File: src/rtl/alu_pkg.sv
// Shared types and constants for the nibble-serial ALU sequencer.
package alu_pkg;

  // Width of one ALU slice.
  localparam int NIB_W = 4;

  // Sequencer control states.
  typedef enum logic [1:0] {
    IDLE = 2'd0,
    RUN  = 2'd1,
    DONE = 2'd2
  } state_t;

  // ALU function selects used by the datapath controller.
  localparam logic [3:0] OP_ADD = 4'b1001;  // M=0: A plus B plus Cin
  localparam logic [3:0] OP_DBL = 4'b1100;  // M=0: A plus A plus Cin
  localparam logic [3:0] OP_NOT = 4'b0000;  // M=1: not A

endpackage

File: src/rtl/alu_nibble_sequencer_if.sv
// Request/result bus between the datapath controller and the nibble sequencer.
interface alu_nibble_sequencer_if #(
  parameter int WIDTH = 16
) ();
  logic             start;
  logic             ready;
  logic [WIDTH-1:0] op_a;
  logic [WIDTH-1:0] op_b;
  logic [3:0]       op_sel;
  logic             op_mode;
  logic             op_cin;
  logic [WIDTH-1:0] res;
  logic             res_cout;
  logic             res_zero;
  logic             res_valid;
  logic             res_ready;

  // Controller side: issues requests, consumes results.
  modport master (
    output start, op_a, op_b, op_sel, op_mode, op_cin, res_ready,
    input  ready, res, res_cout, res_zero, res_valid
  );

  // Sequencer side.
  modport slave (
    input  start, op_a, op_b, op_sel, op_mode, op_cin, res_ready,
    output ready, res, res_cout, res_zero, res_valid
  );
endinterface

File: src/rtl/alu_nibble_sequencer.sv
// Runs a WIDTH-bit operation through an external 4-bit combinational ALU,
// one nibble per clock, LSB nibble first, rippling the carry between slices.
// WIDTH must be a multiple of 4 and at least 8.
module alu_nibble_sequencer
  import alu_pkg::*;
#(
  parameter int WIDTH = 16
) (
  input  logic                   clk,
  input  logic                   rst_n,
  alu_nibble_sequencer_if.slave  bus,
  output logic [NIB_W-1:0]       alu_a,
  output logic [NIB_W-1:0]       alu_b,
  output logic [3:0]             alu_s,
  output logic                   alu_m,
  output logic                   alu_cin,
  input  logic [NIB_W-1:0]       alu_f,
  input  logic                   alu_cout
);

  localparam int NIB   = WIDTH / NIB_W;
  localparam int IDX_W = (NIB > 1) ? $clog2(NIB) : 1;
  localparam logic [IDX_W-1:0] LAST = IDX_W'(NIB - 1);

  state_t           state;
  state_t           state_next;
  logic [IDX_W-1:0] idx;
  logic [WIDTH-1:0] a_q;
  logic [WIDTH-1:0] b_q;
  logic [3:0]       sel_q;
  logic             mode_q;
  logic             cin_q;
  logic             carry_q;
  logic [WIDTH-1:0] res_q;
  logic [WIDTH-1:0] res_next;
  logic             res_cout_q;
  logic             res_zero_q;

  logic [NIB_W-1:0] a_nib [NIB];
  logic [NIB_W-1:0] b_nib [NIB];

  // Slice the latched operands so the active nibble is a plain array lookup.
  generate
    for (genvar gi = 0; gi < NIB; gi++) begin : g_nib
      assign a_nib[gi] = a_q[gi*NIB_W +: NIB_W];
      assign b_nib[gi] = b_q[gi*NIB_W +: NIB_W];
    end
  endgenerate

  // Next-state logic for the IDLE -> RUN -> DONE sequence.
  always_comb begin
    state_next = state;
    case (state)
      IDLE:    if (bus.start)     state_next = RUN;
      RUN:     if (idx == LAST)   state_next = DONE;
      DONE:    if (bus.res_ready) state_next = IDLE;
      default:                    state_next = IDLE;
    endcase
  end

  // ALU drive: only live during RUN. In logic mode the slices are independent,
  // so the inter-slice carry is forced low whatever Cout the ALU reported.
  always_comb begin
    alu_a   = '0;
    alu_b   = '0;
    alu_s   = '0;
    alu_m   = 1'b0;
    alu_cin = 1'b0;
    if (state == RUN) begin
      alu_a = a_nib[idx];
      alu_b = b_nib[idx];
      alu_s = sel_q;
      alu_m = mode_q;
      if (idx == '0)
        alu_cin = cin_q;
      else
        alu_cin = mode_q ? 1'b0 : carry_q;
    end
  end

  // Result with the current ALU nibble merged into slot idx.
  always_comb begin
    res_next = res_q;
    for (int i = 0; i < NIB; i++) begin
      if (IDX_W'(i) == idx)
        res_next[i*NIB_W +: NIB_W] = alu_f;
    end
  end

  // State register.
  always_ff @(posedge clk or negedge rst_n) begin
    if (!rst_n)
      state <= IDLE;
    else
      state <= state_next;
  end

  // Operand latch, nibble counter, carry chain and result capture.
  always_ff @(posedge clk or negedge rst_n) begin
    if (!rst_n) begin
      idx        <= '0;
      a_q        <= '0;
      b_q        <= '0;
      sel_q      <= '0;
      mode_q     <= 1'b0;
      cin_q      <= 1'b0;
      carry_q    <= 1'b0;
      res_q      <= '0;
      res_cout_q <= 1'b0;
      res_zero_q <= 1'b0;
    end else begin
      case (state)
        IDLE: begin
          if (bus.start) begin
            a_q     <= bus.op_a;
            b_q     <= bus.op_b;
            sel_q   <= bus.op_sel;
            mode_q  <= bus.op_mode;
            cin_q   <= bus.op_cin;
            carry_q <= 1'b0;
            idx     <= '0;
            res_q   <= '0;
          end
        end
        RUN: begin
          res_q   <= res_next;
          carry_q <= alu_cout;
          if (idx == LAST) begin
            // Flags are frozen here so they stay stable through DONE and after.
            res_cout_q <= mode_q ? 1'b0 : alu_cout;
            res_zero_q <= (res_next == '0);
          end else begin
            idx <= idx + 1'b1;
          end
        end
        default: ;
      endcase
    end
  end

  assign bus.ready     = (state == IDLE);
  assign bus.res_valid = (state == DONE);
  assign bus.res       = res_q;
  assign bus.res_cout  = res_cout_q;
  assign bus.res_zero  = res_zero_q;

endmodule

File: src/flat_wrapper.sv
// flat-port wrapper written by rule: the top's interface ports become plain ports
module alu_nibble_sequencer_flat import alu_pkg::*;
#(
  parameter int WIDTH = 16
)
  (clk, rst_n, alu_a, alu_b, alu_s, alu_m, alu_cin, alu_f, alu_cout, bus_start, bus_op_a, bus_op_b, bus_op_sel, bus_op_mode, bus_op_cin, bus_res_ready, bus_ready, bus_res, bus_res_cout, bus_res_zero, bus_res_valid);
  alu_nibble_sequencer_if #(.WIDTH(WIDTH)) bus_i ();
  input  logic clk;
  input  logic rst_n;
  output logic [NIB_W-1:0] alu_a;
  output logic [NIB_W-1:0] alu_b;
  output logic [3:0] alu_s;
  output logic alu_m;
  output logic alu_cin;
  input  logic [NIB_W-1:0] alu_f;
  input  logic alu_cout;
  input wire logic [$bits(bus_i.start)-1:0] bus_start;
  input wire logic [$bits(bus_i.op_a)-1:0] bus_op_a;
  input wire logic [$bits(bus_i.op_b)-1:0] bus_op_b;
  input wire logic [$bits(bus_i.op_sel)-1:0] bus_op_sel;
  input wire logic [$bits(bus_i.op_mode)-1:0] bus_op_mode;
  input wire logic [$bits(bus_i.op_cin)-1:0] bus_op_cin;
  input wire logic [$bits(bus_i.res_ready)-1:0] bus_res_ready;
  output wire logic [$bits(bus_i.ready)-1:0] bus_ready;
  output wire logic [$bits(bus_i.res)-1:0] bus_res;
  output wire logic [$bits(bus_i.res_cout)-1:0] bus_res_cout;
  output wire logic [$bits(bus_i.res_zero)-1:0] bus_res_zero;
  output wire logic [$bits(bus_i.res_valid)-1:0] bus_res_valid;
  assign bus_i.start = bus_start;
  assign bus_i.op_a = bus_op_a;
  assign bus_i.op_b = bus_op_b;
  assign bus_i.op_sel = bus_op_sel;
  assign bus_i.op_mode = bus_op_mode;
  assign bus_i.op_cin = bus_op_cin;
  assign bus_i.res_ready = bus_res_ready;
  assign bus_ready = bus_i.ready;
  assign bus_res = bus_i.res;
  assign bus_res_cout = bus_i.res_cout;
  assign bus_res_zero = bus_i.res_zero;
  assign bus_res_valid = bus_i.res_valid;
  alu_nibble_sequencer #(.WIDTH(WIDTH)) u_core (.clk(clk), .rst_n(rst_n), .bus(bus_i), .alu_a(alu_a), .alu_b(alu_b), .alu_s(alu_s), .alu_m(alu_m), .alu_cin(alu_cin), .alu_f(alu_f), .alu_cout(alu_cout));
endmodule
File: config.mk
export PLATFORM = sky130hd
export DESIGN_NAME = alu_nibble_sequencer_flat
export DESIGN_NICKNAME = d
export VERILOG_FILES = /design/src/rtl/alu_pkg.sv /design/src/rtl/alu_nibble_sequencer_if.sv /design/src/rtl/alu_nibble_sequencer.sv /design/src/flat_wrapper.sv
export SDC_FILE = /design/constraint.sdc
export NUM_CORES = 1
export LEC_CHECK = 0
export CAP_MARGIN = 20
export CORE_ASPECT_RATIO = 1.1
export CORE_MARGIN = 4
export CORE_UTILIZATION = 50
export CTS_BUF_LIST = sky130_fd_sc_hd__clkbuf_2 sky130_fd_sc_hd__clkbuf_4 sky130_fd_sc_hd__clkbuf_8
export DETAILED_ROUTE_END_ITERATION = 10
export PLACE_DENSITY = 0.79
export RECOVER_POWER = 25
export SLEW_MARGIN = 20
export SYNTH_ARGS = -nofsm -noshare
export SYNTH_HDL_FRONTEND = slang
export SYNTH_SLANG_ARGS = --single-unit
File: constraint.sdc
create_clock -name clk -period 1.95 [get_ports clk]
set_clock_uncertainty 0.05 [all_clocks]
set_input_delay 0.2925 -clock clk [delete_from_list [all_inputs] [get_ports clk]]
set_output_delay 0.2925 -clock clk [all_outputs]
set_load 0.005 [all_outputs]
# [Yosys cells after proc, flatten, opt, wreduce, memory -nomap -nowiden]
# Index checks and enable logic that the tools add are counted.
[totals] ff_bits=61 latchBits=0 mem_bits_rw=0 mem_bits_ro=0 input_bits=47 out_inout_bits=34 wordCells=62 n_memories=0
[op_classes] addsub=1 multipliers=0 div_mod_pow=0 magnitude_cmp=1 eq_ne=10 n_shift=0 mux=29 bitwise_logic=1 n_reduce_logical=9
[ops] operator="$mux 4" n=11
[ops] operator="$pmux 16 s2" n=1
[ops] operator="$bmux 4 s2" n=2
[ops] operator="$logic_not 16->1" n=1
[ops] operator="$mux 16" n=1
[ops] operator="$mux 2" n=5
[ops] operator="$mux 1" n=6
[ops] operator="$ne 2x2->1 const B" n=3
[ops] operator="$pmux 2 s3" n=1
[ops] operator="$reduce_and 2->1" n=3
[ops] operator="$reduce_and 3->1" n=2
[ops] operator="$eq 2x2->1 const A" n=2
[ops] operator="$eq 2x2->1 const B" n=2
[ops] operator="$logic_not 2->1" n=2
[ops] operator="$pmux 2 s2" n=1
[ops] operator="$ge 3x3->1 const B" n=1
[ops] operator="$not 2->3" n=1
[ops] operator="$add 2x1->2 const B" n=1
[ops] operator="$eq 1x2->1 const A" n=1
[ops] operator="$eq 2x1->1 const B" n=1
[ops] operator="$ne 2x1->1 const B" n=1
[ops] operator="$pmux 1 s2" n=1
[ops] operator="$reduce_bool 2->1" n=1

# [Depth between registers and ports, before layout]
[logic_depth] ltp_word=5 ltp_mapped=6 mapped_depth_nobuf=5

# [Least setup slack after synthesis]
# No wires, ideal clock.
[synth_timing] path_type="register -> register" start="register u_core.idx[1]" end="register u_core.res_q[3] (netlist: u_core.bus.res[3])" setup_time_ns=0.121 arrival_time_ns=1.538 required_ns=1.779 setup_slack_ns=0.241 stages_incl_launch_ff=7 n_path_buf=1 synth_period_minus_slack_ns=1.709 cell_sequence="dfrtp_1 clkbuf_1 inv_1 ha_1 nor2b_1 a22o_1 a22o_1"
[synth_via] elab_chain_cells=3
[synth_lines] item="from (decl)" line_no="alu_nibble_sequencer.sv:27" rtl="logic [IDX_W-1:0] idx;"
[synth_lines] item="from (signal assigned)" line_no="alu_nibble_sequencer.sv:133" rtl="idx <= idx + 1'b1;"
[synth_lines] item="$logic_not 2->1" line_no="alu_nibble_sequencer.sv:85" rtl="if (IDX_W'(i) == idx)"
[synth_lines] item="$mux 4" line_no="alu_nibble_sequencer.sv:85"
[synth_lines] item="$pmux 16 s2" line_no="alu_nibble_sequencer.sv:112" rtl="case (state)"
[synth_lines] item="to (signal assigned)" line_no="alu_nibble_sequencer.sv:126" rtl="res_q <= res_next;"
[synth_lines] item="to (decl)" line_no="alu_nibble_sequencer.sv:34" rtl="logic [WIDTH-1:0] res_q;"
# Every way passes these cells.
# A chain may end at the register's enable or synchronous reset.

# [Final worst setup path]
[layout_timing] start="register u_core.idx[0]" end="output port alu_a[3]"
[layout_via] elab_chain_cells=5
[layout_lines] item="$not 2->3 (not written as such)" line_no="alu_nibble_sequencer.sv:70" rtl="alu_a = a_nib[idx];"
[layout_lines] item="$bmux 4 s2" line_no="alu_nibble_sequencer.sv:70"
[layout_lines] item="$mux 4 (not written as such) (2 in a row)" line_no="alu_nibble_sequencer.sv:70"
[layout_lines] item="$mux 4" line_no="alu_nibble_sequencer.sv:69" rtl="if (state == RUN) begin"
[layout_lines] item="to (decl)" line_no="flat_wrapper.sv:10" rtl="output logic [NIB_W-1:0] alu_a;"
# Every way passes these cells. The select of a mux whose other input is x is not followed.

==> impl_metrics.toml <==
[drt]
dr.pass1.iters = 4
routed_wire_length_per_instance_um = 17.58
routed_wl_um = 7103
drtAntennaViolNets = 0
drc = 0
via_per_inst = 5.347
vias = 2160
dr.first_iter.drc_count = 84

[critical_path]
cp_common_cell = "buf_12"
crit_path_start = "u_core.idx[0]$_DFFE_PN0P_"
worstPathRequired_ns = 1.61
path_cells = "buf_12 -> buf_12 -> mux4_2 -> and2_4 -> buf_6"
reg2reg_setup_slack_ns = 0.06
crit_slowest_cell = "mux4_2"
worstReg2RegEnd = "u_core.bus.res[10]$_DFFE_PN0P_"
r2r.worst_path.cells = 9
crit_fanout = 4
cp.buffers_inverters = 3
timing.rr.start = "u_core.idx[0]$_DFFE_PN0P_"
worstSetupStartpointType = "flip-flop"
crit_cells = 5
cp_data_arrival_time_ns = 1.77
crit_end = "alu_a[3]"
end_kind = "output port"
cp_top_family = "multiplexers"
max_stage_delay_ns = 0.50
critPathKind = "flip-flop to output port"

[cells_and_area]
multi_input_area_um2 = 1380
n_antenna_cell = 0
num-fill-cells = 366
drive_above_1_share_pct = 34.56
final_nets = 373
syn2layout_area_growth_pct = 45.60
post-route-util_pct = 74.71
regArea_um2 = 1528
fin_area_um2 = 4310

[timing]
fin_crit_sh_pct = 108.5
setup_ws_ns = -0.1650
report.final.slew_viol_count = 0
relSlewSlack_pct = 46.68
tightest_slew_ns = 0.7998
layout_min_cycle_time_ns = 2.115
setup_violations = 9
setup_tns_ns = -0.9806
rsz0062_at_grt = "true"
hold_viol = 0
fmax_mhz = 472.8
hold_slack_ns = 0.4438

[yosys]
synth_seq_cells = 61
syn_inst = 217
synth_ff_type = "dfrtp_1"
yosysSeqAreaShare_pct = 51.56
synth_edf_count = 0
ys_warn_count = 0
syn-num-nets = 268
avgSynthCellArea_um2 = 13.64
netlist_area_um2 = 2960
synth.distinct_cells = 30
async_flop_share_pct = 100.0

[cts]
clk_latency_ns = 0.34
cts-root-buf = "clkbuf_8"
clock-sinks = 61
h-tree-depth = 3
cts_buffers = 9
cts.path.max_buffers = 2
cts_tree = "built"
clk_pin_slew_ns = 0.07

[global_routing]
grt_pass1_vias = 2281
overflow = 0
antenna_found_initial = 0
grt_pass1_wl_um = 11390
globalRouteTotalUtil_pct = 21.53
grt_max_degree = 62

[power]
powerDensity_nw_per_um2 = 1638
p_leak_nw = 1.910
ir_drop_uv = 870.6

[placed_design]
pre_cts_ws_ns = -0.07305
finalWeightedCongestion = 0.8117
dpl.hpwl_um = 4748
placed_cell_area_um2 = 3944
port-buffer-count = 80

[run_status]
status = "finished, violations left"
violations = "negative setup slack"

[floorplanning]
start_util_pct = 51.31
die_y_um = 88.70
row_count = 29
core_um2 = 5769
num_io_pins = 81
die_w_um = 81.37
die_area_um2 = 7217

[min_path]
hold_path.class = "flip-flop to flip-flop"

[job]
cap_violations = 0
## worst reg2reg max path, stage by stage, from the launching register on
cell and delay, ns:
dfrtp_2 0.45, buf_4 0.15, buf_6 0.10, buf_6 0.11, inv_4 0.06, buf_4 0.10
buf_4 0.11, ha_4 0.15, mux2_2 0.33, a22o_1 0.17
## registers in the layout (all words and copies together), names as in the netlist
signal	flops
u_core.a_q	16
u_core.b_q	16
u_core.bus.res	16
u_core.bus.res_cout	1
u_core.bus.res_zero	1
u_core.carry_q	1
u_core.cin_q	1
u_core.idx	2
u_core.mode_q	1
u_core.sel_q	4
u_core.state	2
## cell usage in the layout (no fill, tap or decap), types with 2 or more instances in the layout
| master | netlist | final |
|---|---|---|
| buf_12 | 0 | 6 |
| mux2_2 | 20 | 20 |
| clkbuf_4 | 0 | 2 |
| nor4_1 | 3 | 3 |
| nand2_1 | 6 | 6 |
| o21ai_0 | 5 | 5 |
| nand2b_1 | 5 | 5 |
| inv_1 | 9 | 8 |
| mux2_4 | 20 | 20 |
| mux4_2 | 8 | 8 |
| a22o_1 | 28 | 28 |
| buf_6 | 3 | 10 |
| and2_1 | 13 | 9 |
| clkinv_4 | 0 | 2 |
| clkdlybuf4s50_1 | 0 | 65 |
| dfrtp_1 | 61 | 60 |
| ha_4 | 0 | 2 |
| nor2_1 | 6 | 4 |
| o22ai_1 | 3 | 3 |
| buf_2 | 4 | 6 |
| dlygate4sd2_1 | 0 | 5 |
| nor2b_1 | 4 | 4 |
| clkbuf_8 | 0 | 10 |
| and2_4 | 1 | 5 |
| buf_4 | 1 | 12 |
## cells by family (layout without fill, tap and decap cells)
kind of cell | Yosys count | count (layout) | share of synthesized area, %
buffers and inverters | 21 | 131 | 3.719
AOI/OAI and AO/OA | 41 | 41 | 11.03
adders and majority gates | 4 | 4 | 1.691
DFF | 61 | 61 | 51.56
and+or+nand+nor | 41 | 41 | 7.819
muxes | 49 | 49 | 24.18
## through the flow
| step | instances | total power [mW] |
|---|---|---|
| floorplan | 217 | 4.129 |
| global placement | 376 | 5.428 |
| detailed placement | 376 | 5.548 |
| CTS | 402 | 7.013 |
| global route | 404 | 7.493 |
| finish | 404 | 7.058 |
## power breakdown
| group | leakage [nW] | total, mW | switching [mW] | internal, mW |
|---|---|---|---|---|
| clock | 0.103 | 1.14 | 0.499 | 0.641 |
| combinational | 1.06 | 3.67 | 1.33 | 2.34 |
| sequential | 0.748 | 2.25 | 0.406 | 1.84 |
| total | 1.91 | 7.06 | 2.24 | 4.82 |
## cell usage after synthesis, types with 3 or more instances
cell type / instances / area share [%]
mux2_2: 20 / 7.6
nand2b_1: 5 / 1.1
dfrtp_1: 61 / 52
nor4_1: 3 / 0.63
nor2_1: 6 / 0.76
ha_1: 4 / 1.7
and2_1: 13 / 2.7
o21ai_0: 5 / 0.85
a22o_1: 28 / 8.3
clkbuf_1: 3 / 0.38
mux4_2: 8 / 6.1
o22ai_1: 3 / 0.63
buf_2: 4 / 0.68
inv_1: 9 / 1.1
nor2b_1: 4 / 0.85
nand2_1: 6 / 0.76
mux2_4: 20 / 10
buf_6: 3 / 1.1
## layout make-up
type / instances / share of cell area [%]
Inverter: 9 / 0.8418
Timing Repair Buffer: 106 / 24.70
Clock inverter: 5 / 1.393
Clock buffer: 11 / 3.367
Multi-Input combinational cell: 135 / 32.02
Sequential cell: 61 / 35.44
Tap cell: 77 / 2.235
## what timing repair did
action / CTS / global route
resized for setup: 61 / 8
setup buffers: 8 / 3
endpoints found under the setup margin: 16 / 14
pin swaps: 10 / 3
endpoints found under the hold margin: 61 / 0
cloned: 1 / 0
hold buffers: 1 / 0
## metal layers
metal	up-vias	track usage (%)	share of wire [%]
met3	13	5.703	6.9
met5	-	0	0
met4	0	13.67	2.8
met1	1067	26.03	41
li1	1003	-	-
met2	77	34.07	49
## worst min path at each step
stage / cells after the start / from / to / slack (ns)
3_5_place_dp: 2 / rst_n / u_core.bus.res[4]$_DFFE_PN0P_ / 0.28
2_1_floorplan: 0 / rst_n / u_core.a_q[0]$_DFFE_PN0P_ / -0.05
6_report: 2 / u_core.bus.res_zero$_DFFE_PN0P_ / u_core.bus.res_zero$_DFFE_PN0P_ / 0.44
5_1_grt: 1 / u_core.a_q[0]$_DFFE_PN0P_ / u_core.a_q[0]$_DFFE_PN0P_ / 0.47
3_3_place_gp: 2 / rst_n / u_core.bus.res[6]$_DFFE_PN0P_ / 0.27
4_1_cts: 3 / rst_n / u_core.carry_q$_DFFE_PN0P_ / 0.45
Note: power is estimated with default switching activity, not from simulation.
